[src/rtl/ws2812_frame_arbiter.sv]
// Frame-granular arbiter sharing one WS2812 serializer between two pixel sources.
// Build option: define WS2812_FIXED_PRIO_EN for fixed priority (src0 wins ties); default is round-robin.
module ws2812_frame_arbiter #(
  parameter int unsigned NUM_LEDS   = 2,
  parameter int unsigned RES_CYCLES = 500,
  parameter int unsigned CNT_W      = 16
) (
  input  logic        clk,
  input  logic        rst_n,
  input  logic [1:0]  req,
  output logic [1:0]  gnt,
  input  logic [1:0]  pix_valid,
  input  logic [47:0] pix_data,
  output logic [1:0]  pix_ready,
  output logic        ser_valid,
  output logic [23:0] ser_data,
  input  logic        ser_ready,
  output logic        frame_done,
  output logic        busy
);

  localparam int unsigned PIX_W = 24;

  localparam logic [1:0] IDLE   = 2'd0;
  localparam logic [1:0] STREAM = 2'd1;
  localparam logic [1:0] LATCH  = 2'd2;

  logic [1:0]       state, state_d;
  logic [1:0]       gnt_d;
  logic [CNT_W-1:0] pix_cnt, pix_cnt_d;
  logic [CNT_W-1:0] gap_cnt, gap_cnt_d;
  logic             ser_valid_d;
  logic [PIX_W-1:0] ser_data_d;
  logic             frame_done_d;
  logic             room;
  logic             xfer;
  logic             ser_hs;
  logic             pick;
  logic [PIX_W-1:0] src_pix;
`ifndef WS2812_FIXED_PRIO_EN
  logic             last, last_d;
`endif

  // Stage can take a pixel when the frame is not complete and the stage empties this cycle
  assign room      = (pix_cnt < CNT_W'(NUM_LEDS)) && (!ser_valid || ser_ready);
  assign pix_ready = gnt & {2{room}};
  assign xfer      = |(pix_valid & pix_ready);
  assign ser_hs    = ser_valid & ser_ready;
  assign src_pix   = gnt[1] ? pix_data[47:24] : pix_data[23:0];
  assign busy      = (state != IDLE);

`ifdef WS2812_FIXED_PRIO_EN
  assign pick = ~req[0];
`else
  assign pick = (&req) ? ~last : ~req[0];
`endif

  // Next-state and registered-output logic
  always_comb begin
    state_d      = state;
    gnt_d        = gnt;
    pix_cnt_d    = pix_cnt;
    gap_cnt_d    = gap_cnt;
    ser_valid_d  = ser_valid;
    ser_data_d   = ser_data;
    frame_done_d = 1'b0;
`ifndef WS2812_FIXED_PRIO_EN
    last_d       = last;
`endif
    case (state)
      IDLE: begin
        if (|req) begin
          state_d   = STREAM;
          gnt_d     = pick ? 2'b10 : 2'b01;
          pix_cnt_d = '0;
`ifndef WS2812_FIXED_PRIO_EN
          last_d    = pick;
`endif
        end
      end
      STREAM: begin
        if (xfer) begin
          ser_valid_d = 1'b1;
          ser_data_d  = src_pix;
          pix_cnt_d   = pix_cnt + CNT_W'(1);
        end else if (ser_hs) begin
          ser_valid_d = 1'b0;
        end
        // With the count full, the stage can only hold the final pixel of the frame
        if (ser_hs && (pix_cnt == CNT_W'(NUM_LEDS))) begin
          state_d   = LATCH;
          gnt_d     = 2'b00;
          gap_cnt_d = '0;
        end
      end
      LATCH: begin
        gap_cnt_d = gap_cnt + CNT_W'(1);
        if (gap_cnt == CNT_W'(RES_CYCLES - 1)) begin
          state_d      = IDLE;
          frame_done_d = 1'b1;
        end
      end
      default: state_d = IDLE;
    endcase
  end

  always_ff @(posedge clk or negedge rst_n) begin
    if (!rst_n) begin
      state      <= IDLE;
      gnt        <= 2'b00;
      pix_cnt    <= '0;
      gap_cnt    <= '0;
      ser_valid  <= 1'b0;
      ser_data   <= '0;
      frame_done <= 1'b0;
`ifndef WS2812_FIXED_PRIO_EN
      last       <= 1'b1;
`endif
    end else begin
      state      <= state_d;
      gnt        <= gnt_d;
      pix_cnt    <= pix_cnt_d;
      gap_cnt    <= gap_cnt_d;
      ser_valid  <= ser_valid_d;
      ser_data   <= ser_data_d;
      frame_done <= frame_done_d;
`ifndef WS2812_FIXED_PRIO_EN
      last       <= last_d;
`endif
    end
  end

endmodule

[config.mk]
export PLATFORM = sky130hd
export DESIGN_NAME = ws2812_frame_arbiter
export DESIGN_NICKNAME = d
export VERILOG_FILES = /design/src/rtl/ws2812_frame_arbiter.sv
export SDC_FILE = /design/constraint.sdc
export NUM_CORES = 1
export LEC_CHECK = 0
export ABC_AREA = 0
export BUFFER_PORTS_ARGS = -buffer_cell sky130_fd_sc_hd__buf_2
export CORE_MARGIN = 8
export CORE_UTILIZATION = 35
export DETAILED_ROUTE_END_ITERATION = 6
export SLEW_MARGIN = 20
export SYNTH_ARGS = -nofsm -noshare
export SYNTH_HDL_FRONTEND = slang
export SYNTH_SLANG_ARGS = --single-unit
export TNS_END_PERCENT = 10
[constraint.sdc]
create_clock -name clk -period 3 [get_ports clk]
set_input_delay 0.3 -clock clk [delete_from_list [all_inputs] [get_ports clk]]
set_output_delay 0.3 -clock clk [all_outputs]
set_load 0.1 [all_outputs]
==> results of run 1 <==
cells in the mapped netlist, types with 3 or more instances:
| cell type | number | area, um^2 |
|---|---|---|
| clkbuf_1 | 5 | 18.8 |
| buf_6 | 4 | 45.0 |
| a21oi_1 | 8 | 40.0 |
| a31oi_1 | 7 | 43.8 |
| nand4_1 | 5 | 31.3 |
| and3_1 | 4 | 25.0 |
| mux2i_1 | 24 | 240 |
| nand3_1 | 19 | 95.1 |
| inv_1 | 4 | 15.0 |
| nor3_1 | 3 | 15.0 |
| nand2_1 | 40 | 150 |
| nor2_1 | 10 | 37.5 |
| dfrtp_1 | 62 | 1550 |
| nor4_1 | 3 | 18.8 |
| ha_1 | 3 | 37.5 |
| o21ai_0 | 13 | 65.1 |
| and2_1 | 15 | 93.8 |
| o21ai_2 | 25 | 219 |
path summary, 6_finish.rpt:
check	from	end
worst max register to register	pix_cnt[9]$_DFFE_PN0P_	ser_data[20]$_DFFE_PN0P_
worst min-delay path	rst_n	gap_cnt[15]$_DFFE_PN0P_
max in group asynchronous	rst_n	gap_cnt[5]$_DFFE_PN0P_
worst min register to register	ser_data[10]$_DFFE_PN0P_	ser_data[10]$_DFFE_PN0P_
min in group clk	req[0]	last$_DFFE_PN1P_
worst max-delay path	pix_cnt[9]$_DFFE_PN0P_	pix_ready[0]
sequential cells by signal, summed over array words and instances, names as in the netlist:
register    cells
frame_done      1
gap_cnt        16
gnt             2
last            1
pix_cnt        16
ser_data       24
ser_valid       1
state           2
per-stage QoR:
| stage | cells | area, um^2 | hold WS (ns) | utilization [%] | worst slack (ns) |
|---|---|---|---|---|---|
| 4_1_cts | 476 | 3650 | 0.0456 | 44.4 | 0.614 |
| 3_3_place_gp | 461 | 3450 | 0.427 | 42.0 | 0.699 |
| 5_1_grt | 476 | 3650 | 0.0879 | 44.4 | 0.479 |
| 6_report | 476 | 3650 | 0.0371 | 44.4 | 0.636 |
| 2_1_floorplan | 281 | 2970 | 0.00441 | - | 0.185 |
| 3_5_place_dp | 461 | 3450 | 0.420 | 42.0 | 0.705 |
per-layer routing:
metal | vias up | part of all wire (%) | global-route usage, %
li1 | 1178 | - | -
met3 | 11 | 5.2 | 3.57
met4 | 0 | 2.0 | 6.84
met1 | 1093 | 44 | 13.9
met2 | 53 | 49 | 19.3
met5 | - | 0 | 0
cell type report:
cell class	count	area (um^2)	area share [%]
well taps	105	131	3.60
clock buffers	12	155	4.25
flip-flops and latches	63	1580	43.2
repair buffers	89	455	12.5
clock inverters	3	42.5	1.17
multi-input cells	200	1270	34.9
inverters	4	15.0	0.411
cell families after synthesis:
| kind of cell | after synthesis | share of synthesized area, % |
|---|---|---|
| fa+ha+maj | 3 | 1.26 |
| compound gates | 65 | 15.4 |
| simple gates | 108 | 18.1 |
| mux | 24 | 8.08 |
| buf+inv | 18 | 4.12 |
| flops | 63 | 53.1 |
==> flow_summary.json, run 1 <==
{
  "fin_skew_ns": 0.00863,
  "setup_viol_count_final": 0,
  "start_util_pct": 36.2,
  "slew_headroom_pct": 35.7,
  "insertion_delay_ns": 0.34,
  "grt.overflow.total": 0,
  "synth_seq_area_share_pct": 53.1,
  "area_growth_pct": 22.8,
  "rsz0062_at_grt": "no",
  "wirelength_um": 6660,
  "outcome": "finished clean",
  "grt_pass1_wl_um": 11200,
  "antenna_found_initial": 0,
  "synth-main-ff-cell": "dfrtp_1",
  "clk_pin_slew_ns": 0.07,
  "die-area_um2": 11700,
  "synth_cell_types": 37,
  "cts.path.max_buffers": 2,
  "synth_nets": 339,
  "cts_tree": "yes",
  "vias": 2335,
  "r2r_setup_slack_ns": 0.71,
  "fillers": 804,
  "final_cell_mix": "buf_2 (85), dfrtp_1 (62), nand2_1 (40)",
  "fin_crit_sh_pct": 78.8,
  "post_cts_buffers": 0,
  "drt-vias-per-instance": 4.91,
  "criticalPathCategory": "reg -> out",
  "ant_nets": 0,
  "worst_slew_pin_slew_ns": 0.958,
  "dr.pass1.iters": 4,
  "grt_max_degree": 54,
  "reg2reg_depth": 6,
  "syn_area_per_cell_um2": 10.6,
  "syn_area_um2": 2970,
  "hold_violations": 0,
  "dp_hpwl_um": 4990,
  "cp.buffers_inverters": 1,
  "drc": 0,
  "placementRows": 33,
  "yosysWarnings": 0,
  "grt_use_total_pct": 12.0,
  "crit_family": "simple AND/OR/NAND/NOR gates",
  "crit_chain": "nor4_1 > nand4_1 > nor3_1 > and2_1 > buf_2",
  "numCtsBuffers": 9,
  "n_antenna_cell": 0,
  "cts-root-buf": "clkbuf_8",
  "crit_path_max_incr_delay_ns": 0.42,
  "wire_per_inst_um": 14.0,
  "hold_buffers": 0,
  "tns_ns": 0,
  "hp-class": "in -> async",
  "cts_resized": 0,
  "ios": 86,
  "drive_gt1_share_pct": 35.3,
  "crit_arrival_ns": 2.06,
  "crit_cells": 5,
  "crit_slowest_cell": "buf_2",
  "required_ns": 2.70,
  "end_kind": "primary output",
  "path_max_fanout": 5,
  "die_x_um": 108,
  "htree_levels": 3,
  "synth_edf_count": 0,
  "nets": 425,
  "drv_slew": 0,
  "synth-seq-cells": 63,
  "syn_inst": 281,
  "cp-start-kind": "flip-flop",
  "portBuffers": 85,
  "die_h_um": 108,
  "clock-sinks": 63,
  "drt_iter0_markers": 131,
  "core_um2": 8220,
  "final_common_cell": "buf_2",
  "timing.final.crit_period_ns": 2.36,
  "grt_pass1_vias": 2359,
  "async_reset_ff_share_pct": 100,
  "maxCapViolCount": 0,
  "gp_congestion": 0.820,
  "maxClockFrequency_ghz": 0.423
}
Power of run 1 is left out: the tool's default activity adds up to more than one toggle a clock period on the data nets, which glitch-free logic cannot reach.
==> run 2, diff against run 1 <==
- ABC_AREA: 0 -> 1
- clock period: 3 -> 2.3 ns (I/O delays scaled with it)
==> run 2 against run 1 <==
Compared with the run above:
- design area grew 7.1%
- utilization grew 0.40 points
- non-clock buffer count grew 3
- sequential share of layout area shrank 2.9 points
- via count grew 9.0%
- area after synthesis grew 5.7%
- synthesized cell count grew 19%
- critical path depth grew 1
- largest cell class unchanged
==> flow_summary.json, run 2 <==
{
  "top_regs": "ser_data x24, gap_cnt x16, pix_cnt x16",
  "end_kind": "primary output",
  "synth_area_leaders": "dfrtp_1 (49%), mux2i_1 (7.6%), o21ai_2 (6.7%)",
  "final_core_util_pct": 44.8,
  "placementRows": 34,
  "worst_slew_pin_slew_ns": 0.512,
  "post-synth-top-count-cell": "dfrtp_1",
  "die_x_um": 111,
  "clk_pin_slew_ns": 0.07,
  "drt-vias-per-instance": 4.72,
  "area_growth_pct": 24.4,
  "portBuffers": 85,
  "cts.path.max_buffers": 2,
  "drive_gt1_share_pct": 36.9,
  "sw_frac_of_total_pct": 56.0,
  "power_uw": 6400,
  "maxCapViolCount": 0,
  "synth_cell_types": 32,
  "synth_seq_area_share_pct": 50.2,
  "nets": 484,
  "ant_nets": 0,
  "antenna_found_initial": 0,
  "drv_slew": 0,
  "setup_viol_count_final": 0,
  "grt_use_total_pct": 11.7,
  "final_common_cell": "buf_2",
  "yosysWarnings": 0,
  "vias": 2544,
  "wire_per_inst_um": 13.3,
  "die_h_um": 111,
  "vdd_drop_max_uv": 625,
  "start_util_pct": 36.0,
  "criticalPathCategory": "reg -> out",
  "cts-root-buf": "clkbuf_8",
  "ios": 86,
  "syn_inst": 335,
  "grt_use_met3_pct": 4.06,
  "p_leak_uw": 0.00197,
  "slew_headroom_pct": 66.1,
  "comb_power_share_pct": 58.1,
  "grt_max_degree": 54,
  "maxClockFrequency_ghz": 0.512,
  "final-seq-area_um2": 1580,
  "grt.overflow.total": 0,
  "die-area_um2": 12300,
  "cp-start-kind": "flip-flop",
  "p_int_uw": 2820,
  "n_antenna_cell": 0,
  "clock-sinks": 63,
  "gp_congestion": 0.828,
  "core_um2": 8720,
  "path_max_fanout": 3,
  "top_usage_layer": "met2",
  "largest-register": "ser_data",
  "drc": 0,
  "timing.final.crit_period_ns": 1.95,
  "hold_violations": 0,
  "powerDensity_nw_per_um2": 1640,
  "grt_pass1_vias": 2468,
  "outcome": "finished clean",
  "synth_edf_count": 0,
  "tns_ns": 0,
  "insertion_delay_ns": 0.33,
  "grtUsageMet2_pct": 16.7,
  "post_cts_buffers": 0,
  "p_clk_share_pct": 13.8,
  "numCtsBuffers": 9,
  "drt_iter0_markers": 60,
  "fillers": 846,
  "p_sw_uw": 3580,
  "syn_area_um2": 3140,
  "multi_input_area_um2": 1340,
  "instances_no_fill": 539,
  "seqPwrFrac_pct": 28.1,
  "synth_nets": 393,
  "required_ns": 2.07,
  "place_inst": 522,
  "async_reset_ff_share_pct": 100,
  "grt_pass1_wl_um": 11900,
  "synth_largest_area_cell": "dfrtp_1",
  "htree_levels": 3,
  "synth_common_cells": "dfrtp_1 (62), nand2_1 (55), inv_1 (36), nor2_1 (31), nand3_1 (26)",
  "largest_reg_flops": 24,
  "fin_crit_sh_pct": 84.9,
  "cts_tree": "yes",
  "fin_skew_ns": 0.0110,
  "synth_top_area_share_pct": 49.4,
  "crit_arrival_ns": 1.72,
  "synth-seq-cells": 63,
  "wirelength_um": 7150,
  "rsz0062_at_grt": "no",
  "final_cell_mix": "buf_2 (83), dfrtp_1 (62), nand2_1 (55)",
  "r2r_setup_slack_ns": 0.68,
  "syn_area_per_cell_um2": 9.38,
  "hp-class": "in -> reg",
  "gr-usage-met1_pct": 15.5,
  "dr.pass1.iters": 4,
  "synth-main-ff-cell": "dfrtp_1",
  "dp_hpwl_um": 5300
}
==> run 2: cell types whose count changed after synthesis, sizes merged, moves of 3 or more <==
| cell | before | now |
|---|---|---|
| o21ai | 40 | 36 |
| inv | 4 | 37 |
| and2 | 15 | 0 |
| nor2 | 10 | 38 |
| clkbuf | 5 | 2 |
| nand2 | 40 | 69 |
| nand3 | 19 | 27 |
| and3 | 4 | 0 |
| a31oi | 7 | 2 |
==> run 2: area by class of cell <==
class                           instances  area share [%]
Clock buffer                           12            3.97
Clock inverter                          4           0.800
Inverter                               37            3.55
Multi-Input combinational cell        223            34.2
Sequential cell                        63            40.4
Tap cell                              108            3.46
Timing Repair Buffer                   92            13.7
==> run 2: final timing paths <==
path                                                 end  depth (start not counted)                      from
worst max-delay path                        pix_ready[0]                          6    pix_cnt[2]$_DFFE_PN0P_
worst min-delay path            ser_data[13]$_DFFE_PN0P_                          3              pix_data[13]
worst max register to register    pix_cnt[1]$_DFFE_PN0P_                         10    pix_cnt[2]$_DFFE_PN0P_
worst min register to register  ser_data[15]$_DFFE_PN0P_                          2  ser_data[15]$_DFFE_PN0P_
max in group asynchronous        ser_data[5]$_DFFE_PN0P_                          3                     rst_n
min in group asynchronous       ser_data[19]$_DFFE_PN0P_                          2                     rst_n
==> run 2: kinds of logic after synthesis <==
family	Yosys count	synth area share, %
buf+inv	49	7.45
xor+xnor	2	0.558
mux	24	7.65
flops	63	50.2
fa+ha+maj	3	1.19
simple gates	144	21.6
compound gates	50	11.3
==> run 2: metal layers <==
metal	vias to the layer above	share of wire [%]
li1	1273	-
met1	1163	49
met4	0	1.4
met3	9	8.5
met5	-	0
met2	99	41
==> run 2: critical path, stage by stage (launching register included) <==
cell and delay, ns:
dfrtp_1 0.42, nor2_2 0.13, nand3_1 0.10, nor2_2 0.13, nand2_1 0.11, nor2_2 0.08
buf_2 0.42
==> run 2: power by group through the flow <==
stage	combinational, uW	clock, uW	sequential (uW)
after floorplan	1520	0	3380
after global placement	3710	0	1810
after detailed placement	3760	0	1810
after global routing	3950	960	1860
final	3720	884	1800
after CTS	3760	923	1800
==> run 2: what timing repair did <==
action                    CTS  global route
resized for setup           0             0
hold buffers                1             0
hold endpoints to repair   62             0
==> run 2: metrics by stage <==
| step | worst slack (ns) | hold slack, ns | instance area, um^2 |
|---|---|---|---|
| 2_1_floorplan | -0.345 | -0.0656 | 3150 |
| 3_5_place_dp | 0.682 | 0.0532 | 3710 |
| 6_report | 0.347 | 0.194 | 3910 |
| 5_1_grt | 0.201 | 0.191 | 3910 |
| 4_1_cts | 0.323 | 0.172 | 3910 |
| 3_3_place_gp | 0.718 | 0.0542 | 3710 |
Power figures use the tool's default switching activity.
==> run 3, diff against run 2 <==
- clock period: 2.3 -> 1.8 ns (I/O delays scaled with it)
==> run 3 against run 2 <==
Compared with the run above:
- critical path depth stayed put
- non-clock buffer count is 2 higher
- sequential share of layout area is 0.78 points lower
- global-route usage hardly changed
- via count stayed put
- first-iteration DRC count is 110% higher
- flip-flop and latch count stayed put
- register-to-register slack worse by 0.45 ns
- routed wire length is 0.68% lower
- combinational power is 30% higher
- utilization is 1.1 points higher
==> flow_summary.json, run 3 (synthesis results as in run 2) <==
{
  "placementRows": 34,
  "final_cell_mix": "buf_2 (83), dfrtp_1 (59), nand2_1 (54)",
  "comb_power_share_pct": 56.8,
  "cp.buffers_inverters": 1,
  "nets": 486,
  "insertion_delay_ns": 0.33,
  "grt_pass1_wl_um": 12100,
  "grt.overflow.total": 0,
  "core_um2": 8720,
  "final_common_cell": "buf_2",
  "drt-vias-per-instance": 4.70,
  "portBuffers": 85,
  "fin_area_um2": 4000,
  "htree_levels": 3,
  "largest_reg_flops": 24,
  "end_kind": "primary output",
  "cp-start-kind": "flip-flop",
  "crit_chain": "nor2_2 > nand3_1 > nor2_2 > nand2_2 > nor2_4 > buf_12",
  "drt_iter0_markers": 127,
  "drv_slew": 0,
  "timing.final.crit_period_ns": 1.72,
  "die_x_um": 111,
  "die_h_um": 111,
  "seqPwrFrac_pct": 27.2,
  "powerDensity_nw_per_um2": 2130,
  "maxClockFrequency_ghz": 0.583,
  "fin_crit_sh_pct": 95.3,
  "setup_ws_ns": 0.0838,
  "grt_use_total_pct": 11.7,
  "dr.pass1.iters": 4,
  "antenna_found_initial": 0,
  "cts.path.max_buffers": 2,
  "crit_top_cell": "nor2_2",
  "instances_no_fill": 541,
  "sw_frac_of_total_pct": 53.9,
  "criticalPathCategory": "reg -> out",
  "preCtsSetupSlack_ns": 0.252,
  "p_int_uw": 3920,
  "required_ns": 1.62,
  "slew_headroom_pct": 66.8,
  "crit_arrival_ns": 1.54,
  "hold_violations": 0,
  "dp_hpwl_um": 5410,
  "final_core_util_pct": 45.9,
  "placed_area_um2": 3750,
  "hp-class": "in -> reg",
  "ant_nets": 0,
  "wire_per_inst_um": 13.1,
  "setup_viol_count_final": 0,
  "p_leak_uw": 0.00202,
  "wirelength_um": 7110,
  "start_util_pct": 36.0,
  "die-area_um2": 12300,
  "worst_slew_pin_slew_ns": 0.502,
  "clock-sinks": 63,
  "largest-register": "ser_data",
  "path_max_fanout": 3,
  "drive_gt1_share_pct": 38.3,
  "crit_path_max_incr_delay_ns": 0.40,
  "outcome": "finished clean",
  "gp_congestion": 0.799,
  "n_antenna_cell": 0,
  "numCtsBuffers": 9,
  "p_clk_share_pct": 15.9,
  "area_growth_pct": 27.4,
  "grt_pass1_vias": 2474,
  "fin_skew_ns": 0.00682,
  "p_sw_uw": 4580,
  "vias": 2544,
  "drc": 0,
  "grt_max_degree": 40,
  "cts-root-buf": "clkbuf_8",
  "cts_tree": "yes",
  "place_inst": 523,
  "crit_family": "simple AND/OR/NAND/NOR gates",
  "maxCapViolCount": 0,
  "crit_slowest_cell": "dfrtp_1",
  "clk_pin_slew_ns": 0.07,
  "vdd_drop_max_uv": 813,
  "top_regs": "ser_data x24, gap_cnt x16, pix_cnt x16",
  "ios": 86
}
## run 3: cell type report
class / count / area, um^2
inverters: 37 / 139
clock inverters: 5 / 81.3
fillers: 831 / 4720
repair buffers: 94 / 563
flip-flops and latches: 63 / 1580
multi-input cells: 223 / 1360
well taps: 108 / 135
clock buffers: 11 / 141
## run 3: worst register-to-register path: cells and delay by family, from the launching register on
family	cells	cell delay (ns)
flops	1	0.40
compound gates	1	0.05
buf+inv	1	0.19
simple gates	7	0.81
## run 3: final timing paths
path	startpoint	end	slack, ns	cells past startpoint
hold / removal	pix_data[12]	ser_data[12]$_DFFE_PN0P_	0.14	3
hold reg to reg	ser_data[12]$_DFFE_PN0P_	ser_data[12]$_DFFE_PN0P_	0.48	2
setup / recovery	pix_cnt[3]$_DFFE_PN0P_	pix_ready[1]	0.08	6
min in group asynchronous	rst_n	ser_data[11]$_DFFE_PN0P_	0.30	2
setup reg to reg	pix_cnt[3]$_DFFE_PN0P_	ser_data[15]$_DFFE_PN0P_	0.23	9
max in group asynchronous	rst_n	last$_DFFE_PN1P_	0.93	3
## run 3: per-stage QoR
stage | TNS, ns | power, uW | hold WS (ns)
floorplan | -0.0197 | 6300 | -0.116
global placement | 0 | 7140 | 0.119
detailed placement | 0 | 7200 | 0.114
CTS | 0 | 8580 | 0.128
global route | -0.00109 | 8970 | 0.155
finish | 0 | 8500 | 0.137
## run 3: repair_timing
| item | CTS | global route |
|---|---|---|
| endpoints found under the setup margin | 1 | 2 |
| resized for setup | 1 | 2 |
| pin swaps | 0 | 4 |
| hold endpoints to repair | 12 | 0 |
| buffers inserted | 0 | 1 |
| hold buffers | 1 | 0 |
## run 3: power groups by stage
stage / clock network, uW / logic (uW) / registers, uW
global route: 1440 / 5140 / 2390
floorplan: 0 / 1980 / 4330
global placement: 0 / 4810 / 2330
detailed placement: 0 / 4870 / 2340
CTS: 1390 / 4880 / 2320
finish: 1360 / 4830 / 2320
## run 3: layer usage
metal,vias to the layer above,global-route usage (%),wire [um]
li1,1284,-,-
met1,1165,15.2,3250
met2,91,16.7,3080
met3,4,4.65,726
met4,0,4.86,47
met5,-,0,0
